`src/rtl/tick_event_scheduler.sv`:
```
// tick_event_scheduler: per-channel tick dividers feeding a
// round-robin arbiter that issues one registered event per clock.
module tick_event_scheduler #(
    parameter int NUM_CH      = 4,
    parameter int CNT_W       = 8,
    parameter int TURBO_LEVEL = 4
) (
    input  logic                      clk,
    input  logic                      resetN,
    input  logic                      tick,
    input  logic                      pause,
    input  logic [NUM_CH-1:0]         chan_en,
    input  logic                      cfg_we,
    input  logic [$clog2(NUM_CH)-1:0] cfg_ch,
    input  logic [CNT_W-1:0]          cfg_period,
    input  logic [3:0]                level,
    output logic                      turbo,
    output logic                      event_valid,
    output logic [$clog2(NUM_CH)-1:0] event_id,
    output logic [NUM_CH-1:0]         event_onehot,
    output logic [NUM_CH-1:0]         overrun
);

    localparam int ID_W = $clog2(NUM_CH);

    logic [CNT_W-1:0]  r_period [NUM_CH];
    logic [CNT_W-1:0]  r_cnt    [NUM_CH];
    logic [NUM_CH-1:0] r_pending;
    logic [ID_W-1:0]   r_rr;

    logic [NUM_CH-1:0] w_cfg_hit;
    logic [NUM_CH-1:0] w_count;
    logic [NUM_CH-1:0] w_expire;
    logic [NUM_CH-1:0] w_grant;
    logic [ID_W-1:0]   w_sel;
    logic              w_found;

    // Per-channel qualifiers; compare is one bit wider so a full-scale period never wraps
    always_comb begin
        w_cfg_hit = '0;
        w_count   = '0;
        w_expire  = '0;
        for (int i = 0; i < NUM_CH; i++) begin
            w_cfg_hit[i] = cfg_we && (cfg_ch == ID_W'(i));
            w_count[i]   = tick && !pause && chan_en[i]
                           && (r_period[i] != '0) && !w_cfg_hit[i];
            w_expire[i]  = w_count[i]
                           && (({1'b0, r_cnt[i]} + (CNT_W+1)'(1))
                               >= {1'b0, r_period[i]});
        end
    end

    // Round-robin pick: first pending channel at or after the pointer, wrapping
    always_comb begin
        w_found = 1'b0;
        w_sel   = r_rr;
        w_grant = '0;
        for (int k = 0; k < NUM_CH; k++) begin
            if (!w_found && r_pending[ID_W'((int'(r_rr) + k) % NUM_CH)]) begin
                w_found = 1'b1;
                w_sel   = ID_W'((int'(r_rr) + k) % NUM_CH);
            end
        end
        if (w_found) begin
            w_grant = NUM_CH'(1) << w_sel;
        end
    end

    // Period, tick counter, pending and sticky overrun bookkeeping
    always_ff @(posedge clk or negedge resetN) begin
        if (!resetN) begin
            for (int i = 0; i < NUM_CH; i++) begin
                r_period[i] <= CNT_W'(1);
                r_cnt[i]    <= '0;
            end
            r_pending <= '0;
            overrun   <= '0;
        end else begin
            for (int i = 0; i < NUM_CH; i++) begin
                if (w_cfg_hit[i]) begin
                    r_period[i] <= cfg_period;
                end

                if (!chan_en[i] || w_cfg_hit[i] || w_expire[i]) begin
                    r_cnt[i] <= '0;
                end else if (w_count[i]) begin
                    r_cnt[i] <= r_cnt[i] + CNT_W'(1);
                end

                if (!chan_en[i] || w_cfg_hit[i]) begin
                    r_pending[i] <= 1'b0;
                end else if (w_expire[i]) begin
                    r_pending[i] <= 1'b1;
                end else if (w_grant[i]) begin
                    r_pending[i] <= 1'b0;
                end

                if (w_cfg_hit[i]) begin
                    overrun[i] <= 1'b0;
                end else if (w_expire[i] && r_pending[i] && !w_grant[i]) begin
                    overrun[i] <= 1'b1;
                end
            end
        end
    end

    // Registered event strobe, pointer advance and turbo request
    always_ff @(posedge clk or negedge resetN) begin
        if (!resetN) begin
            event_valid  <= 1'b0;
            event_id     <= '0;
            event_onehot <= '0;
            r_rr         <= '0;
            turbo        <= 1'b0;
        end else begin
            turbo <= (int'(level) >= TURBO_LEVEL) && !pause;
            if (w_found) begin
                event_valid  <= 1'b1;
                event_id     <= w_sel;
                event_onehot <= w_grant;
                r_rr         <= ID_W'((int'(w_sel) + 1) % NUM_CH);
            end else begin
                event_valid  <= 1'b0;
                event_onehot <= '0;
            end
        end
    end

endmodule

```
`config.mk`:
```
export PLATFORM = sky130hd
export DESIGN_NAME = tick_event_scheduler
export DESIGN_NICKNAME = d
export VERILOG_FILES = /design/src/rtl/tick_event_scheduler.sv
export SDC_FILE = /design/constraint.sdc
export NUM_CORES = 1
export LEC_CHECK = 0
export CAP_MARGIN = 0
export CORE_MARGIN = 2
export CORE_UTILIZATION = 55
export CTS_BUF_LIST = sky130_fd_sc_hd__clkbuf_8
export DETAILED_ROUTE_END_ITERATION = 6
export PLACE_DENSITY = 0.86
export SKIP_CTS_REPAIR_TIMING = 1
export SLEW_MARGIN = 20
export SYNTH_ARGS = -nofsm -noshare
export SYNTH_HDL_FRONTEND = slang
export SYNTH_SLANG_ARGS = --single-unit
```
`constraint.sdc`:
```
create_clock -name clk -period 3.4 [get_ports clk]
set_input_delay 0.85 -clock clk [delete_from_list [all_inputs] [get_ports clk]]
set_output_delay 0.85 -clock clk [all_outputs]
set_load 0.02 [all_outputs]
```
==> metrics.md <==
| Metric | Value |
|---|---|
| Initial Utilization | approximately 56% |
| Vias in the first global route | 3833 |
| Routed Antenna Nets | 0 |
| Crit path max-delay family | simple AND/OR/NAND/NOR gates |
| DR WL/cell | between 15 and 20 um |
| Die H | 98.04 um |
| Top cells by area, synth | dfrtp_1 40%, ha_1 10%, mux2_2 6.0% |
| Die Width | between 90 and 100 um |
| CP arrival | 3.44 ns |
| I/O pin count | 35 |
| Tot GR Track Use | between 20% and 30% |
| Worst-path clk slew | 0.08 ns |
| Area occupied by multi-input gates | 2595 sq um |
| Clock buffer depth | 2 |
| Reg-to-Reg End | r_cnt[17] |
| FF-to-FF setup slack | 0.25 ns |
| Post-synth ARST share | 100.0% |
| Die Area | 9611 sq um |
| CP Data Required Time | 3.69 ns |
| Hpwl dp | 7.599 mm |
| Final nets | 572 |
| Worst path depth | 12 |
| Syn Inst Count | 470 |
| Power density over the cells | 445.7 nW/um^2 |
| Worst setup path start | r_cnt[16] |
| R2R cell count | 12 |
| Latest clock arrival within the worst-skew pair | 0.37 ns |
| Row cnt | 34 |
| Synth Area per Inst | 10.35 sq um |
| Drt first pass iters | 4 |
| Total core area | 8636 sq um |
| CTS root buf | clkbuf_8 |
| Final hold vios | 0 |
| Vias per inst | 6.031 |
| Post-synth cell types | 55 |
| Tot Pwr | 2.472 mW |
| Leading area contributor after synthesis | dfrtp_1 |
| Most used DFF post-synth | dfrtp_1 |
| EDFF count, synth | 0 |
| Fmax | 317.6 MHz |
| Vias | 3751 |
| Grt ovf | 0 |
| TNS Setup | 0 ns |
| Peak supply drop | 0.3111 mV |
| Worst slew pin tran | 0.7440 ns |
| Placer Congestion | 0.8723 |
| Critical path's slowest cell | dfrtp_1 |
| Worst r2r src | r_cnt[16] |
| CTS tree | yes |
| Max_cap viols | 0 |
| Leak | approximately 2.6 nW |
| Synthesized flop and latch total | 82 |
| # diodes | 0 |
| Post-Route Skew | ~0.0081 ns |
| Drt drc | 0 |
| Top-area cell type share of the netlist area | roughly two fifths |
| Final critical-path required period | ~3.1 ns |
| Largest net degree at the start of global routing | slightly above 80 |
| Port buffer count | 32 |
| CTS Sinks | 82 |
| CTS buffer count | 9 |
| Crit-path cells | ha_1, nand3_1, nor2_1, nor2b_1, or2_2, ha_1, and3_1, a221o_1, a31oi_2, buf_4, nand4b_1, a21oi_1 |
| Startpoint Class | flop |
| Worst Path Max Fanout | 8 |
| Post-synthesis cell area | 4863 sq um |
| Outcome | finished clean |
| Filler instances | 676 |
| Tcrit/Tclk final | 92.61% |
| Cell mode on critical path | ha_1 |
| Register area share after synthesis | between 40% and 50% |
| Slew margin rel. | 50.40% |
| Hold Path Class | reg -> reg |
| Slew Limit Fails | 0 |
| Initial antenna violation count | 0 |
| Worst Setup EP | r_cnt[17] |
| Initial DRC Count | 144 |
| Global-route wire length before repair | 18.22 mm |
| CP Class | reg -> reg |
| Reg area | roughly 2100 sq um |
| Routed WL | approximately 11 mm |
| Yosys warns | 0 |
| CP max stage delay | between 0.4 and 0.5 ns |
| H-tree levels | 3 |
| Synthesized Nets | 533 |
| Setup-failing EPs final | 0 |
| Synthesis-to-layout area growth | 14.05% |
| WP buf/inv | 1 |
| RSZ-0062 raised after global routing | false |
| Ratio of cells with drive above 1 in the final layout | 14.59% |
| CP endpoint kind | flop |
stage by stage:
stage	setup WS, ns	cells	utilization [%]	instance area (sq um)	hold WS [ns]
floorplan	0.7349	470	-	4863	0.4658
global placement	0.4069	606	61.47	5309	0.4600
detailed placement	0.2878	606	61.47	5309	0.4703
CTS	0.2587	622	64.11	5537	0.4853
global route	0.008391	622	64.23	5547	0.5048
finish	0.2514	622	64.23	5547	0.4783
worst reg2reg max path, delay by kind of cell, from the launching register on:
kind	cells	cell delay (ns)
buf+inv	1	0.22
compound gates	3	0.77
fa+ha+maj	2	0.56
flops	1	0.45
simple gates	6	1.08
report_power, final:
group          internal (mW)  switching, mW  leakage [nW]  total (mW)
sequential              1.08         0.0868          1.06        1.17
clock                  0.435          0.368         0.112       0.802
combinational          0.229          0.272          1.46       0.501
layout by cell type (no fill, tap or decap), types with 5 or more instances in the layout:
| cell | n |
|---|---|
| dfrtp_1 | 78 |
| nand2b_1 | 5 |
| nand3_1 | 17 |
| xor2_1 | 10 |
| ha_1 | 40 |
| a31oi_1 | 6 |
| nor2b_1 | 14 |
| a32o_1 | 13 |
| xnor2_1 | 10 |
| nand2_1 | 44 |
| clkdlybuf4s50_1 | 31 |
| nor3_1 | 6 |
| inv_1 | 40 |
| mux2_2 | 26 |
| a21o_1 | 8 |
| o21ai_0 | 19 |
| buf_4 | 8 |
| and3_1 | 5 |
| o211ai_1 | 6 |
| nor2_1 | 16 |
| clkbuf_8 | 10 |
| nand4_1 | 10 |
| nand4b_1 | 6 |
| a21oi_1 | 14 |
worst min path at each step:
stage / end / slack (ns) / from / cells past startpoint
finish: event_id[0] / 0.48 / event_id[0] / 1
global route: event_id[0] / 0.50 / event_id[0] / 1
CTS: event_id[0] / 0.49 / event_id[0] / 1
detailed placement: event_id[0] / 0.47 / event_id[0] / 1
global placement: event_id[0] / 0.46 / event_id[0] / 1
floorplan: r_cnt[31] / 0.47 / r_cnt[31] / 1
layer usage:
metal	track usage, %	share of wire, %	vias to the layer above
li1	-	-	1777
met2	40.99	51	95
met3	5.225	4.4	21
met4	8.013	2.2	0
met5	0	0	-
met1	29.09	42	1858
state kept, by name, indices dropped and copies added (netlist names):
name / cells
overrun: 4
r_period: 32
turbo: 1
event_id: 2
event_valid: 1
r_rr: 2
r_pending: 4
r_cnt: 32
event_onehot: 4
area by class of cell:
| cell class | instances | share of cell area [%] |
|---|---|---|
| inverter | 40 | 2.707 |
| multi-input combinational | 336 | 46.79 |
| clock inverter | 6 | 1.624 |
| tap | 108 | 2.436 |
| sequential | 82 | 37.09 |
| clock buffer | 10 | 2.481 |
| timing repair buffer | 40 | 6.880 |
synth_stat cells (all sizes together), types with 4 or more instances:
master / number
o211ai: 8
dfrtp: 78
nor3: 6
o21ai: 22
a32o: 16
nand4b: 6
nor2: 16
inv: 40
or4: 6
a21o: 9
nand2: 44
nand4: 10
ha: 40
nor2b: 14
dfstp: 4
xnor2: 10
o21a: 4
nand3: 17
and3: 5
mux2: 26
or2: 6
a21oi: 14
buf: 8
a31oi: 7
nand2b: 6
xor2: 10
clkbuf: 4
cells by family after synthesis:
| family | count (synthesis) | share of synthesized area, % |
|---|---|---|
| and+or+nand+nor | 152 | 17.60 |
| DFF | 82 | 42.29 |
| AOI/OAI and AO/OA | 96 | 15.31 |
| adders and majority gates | 40 | 10.29 |
| muxes | 28 | 6.432 |
| buffers and inverters | 52 | 4.476 |
| xor gates and xnor gates | 20 | 3.602 |
Power figures use the tool's default switching activity.
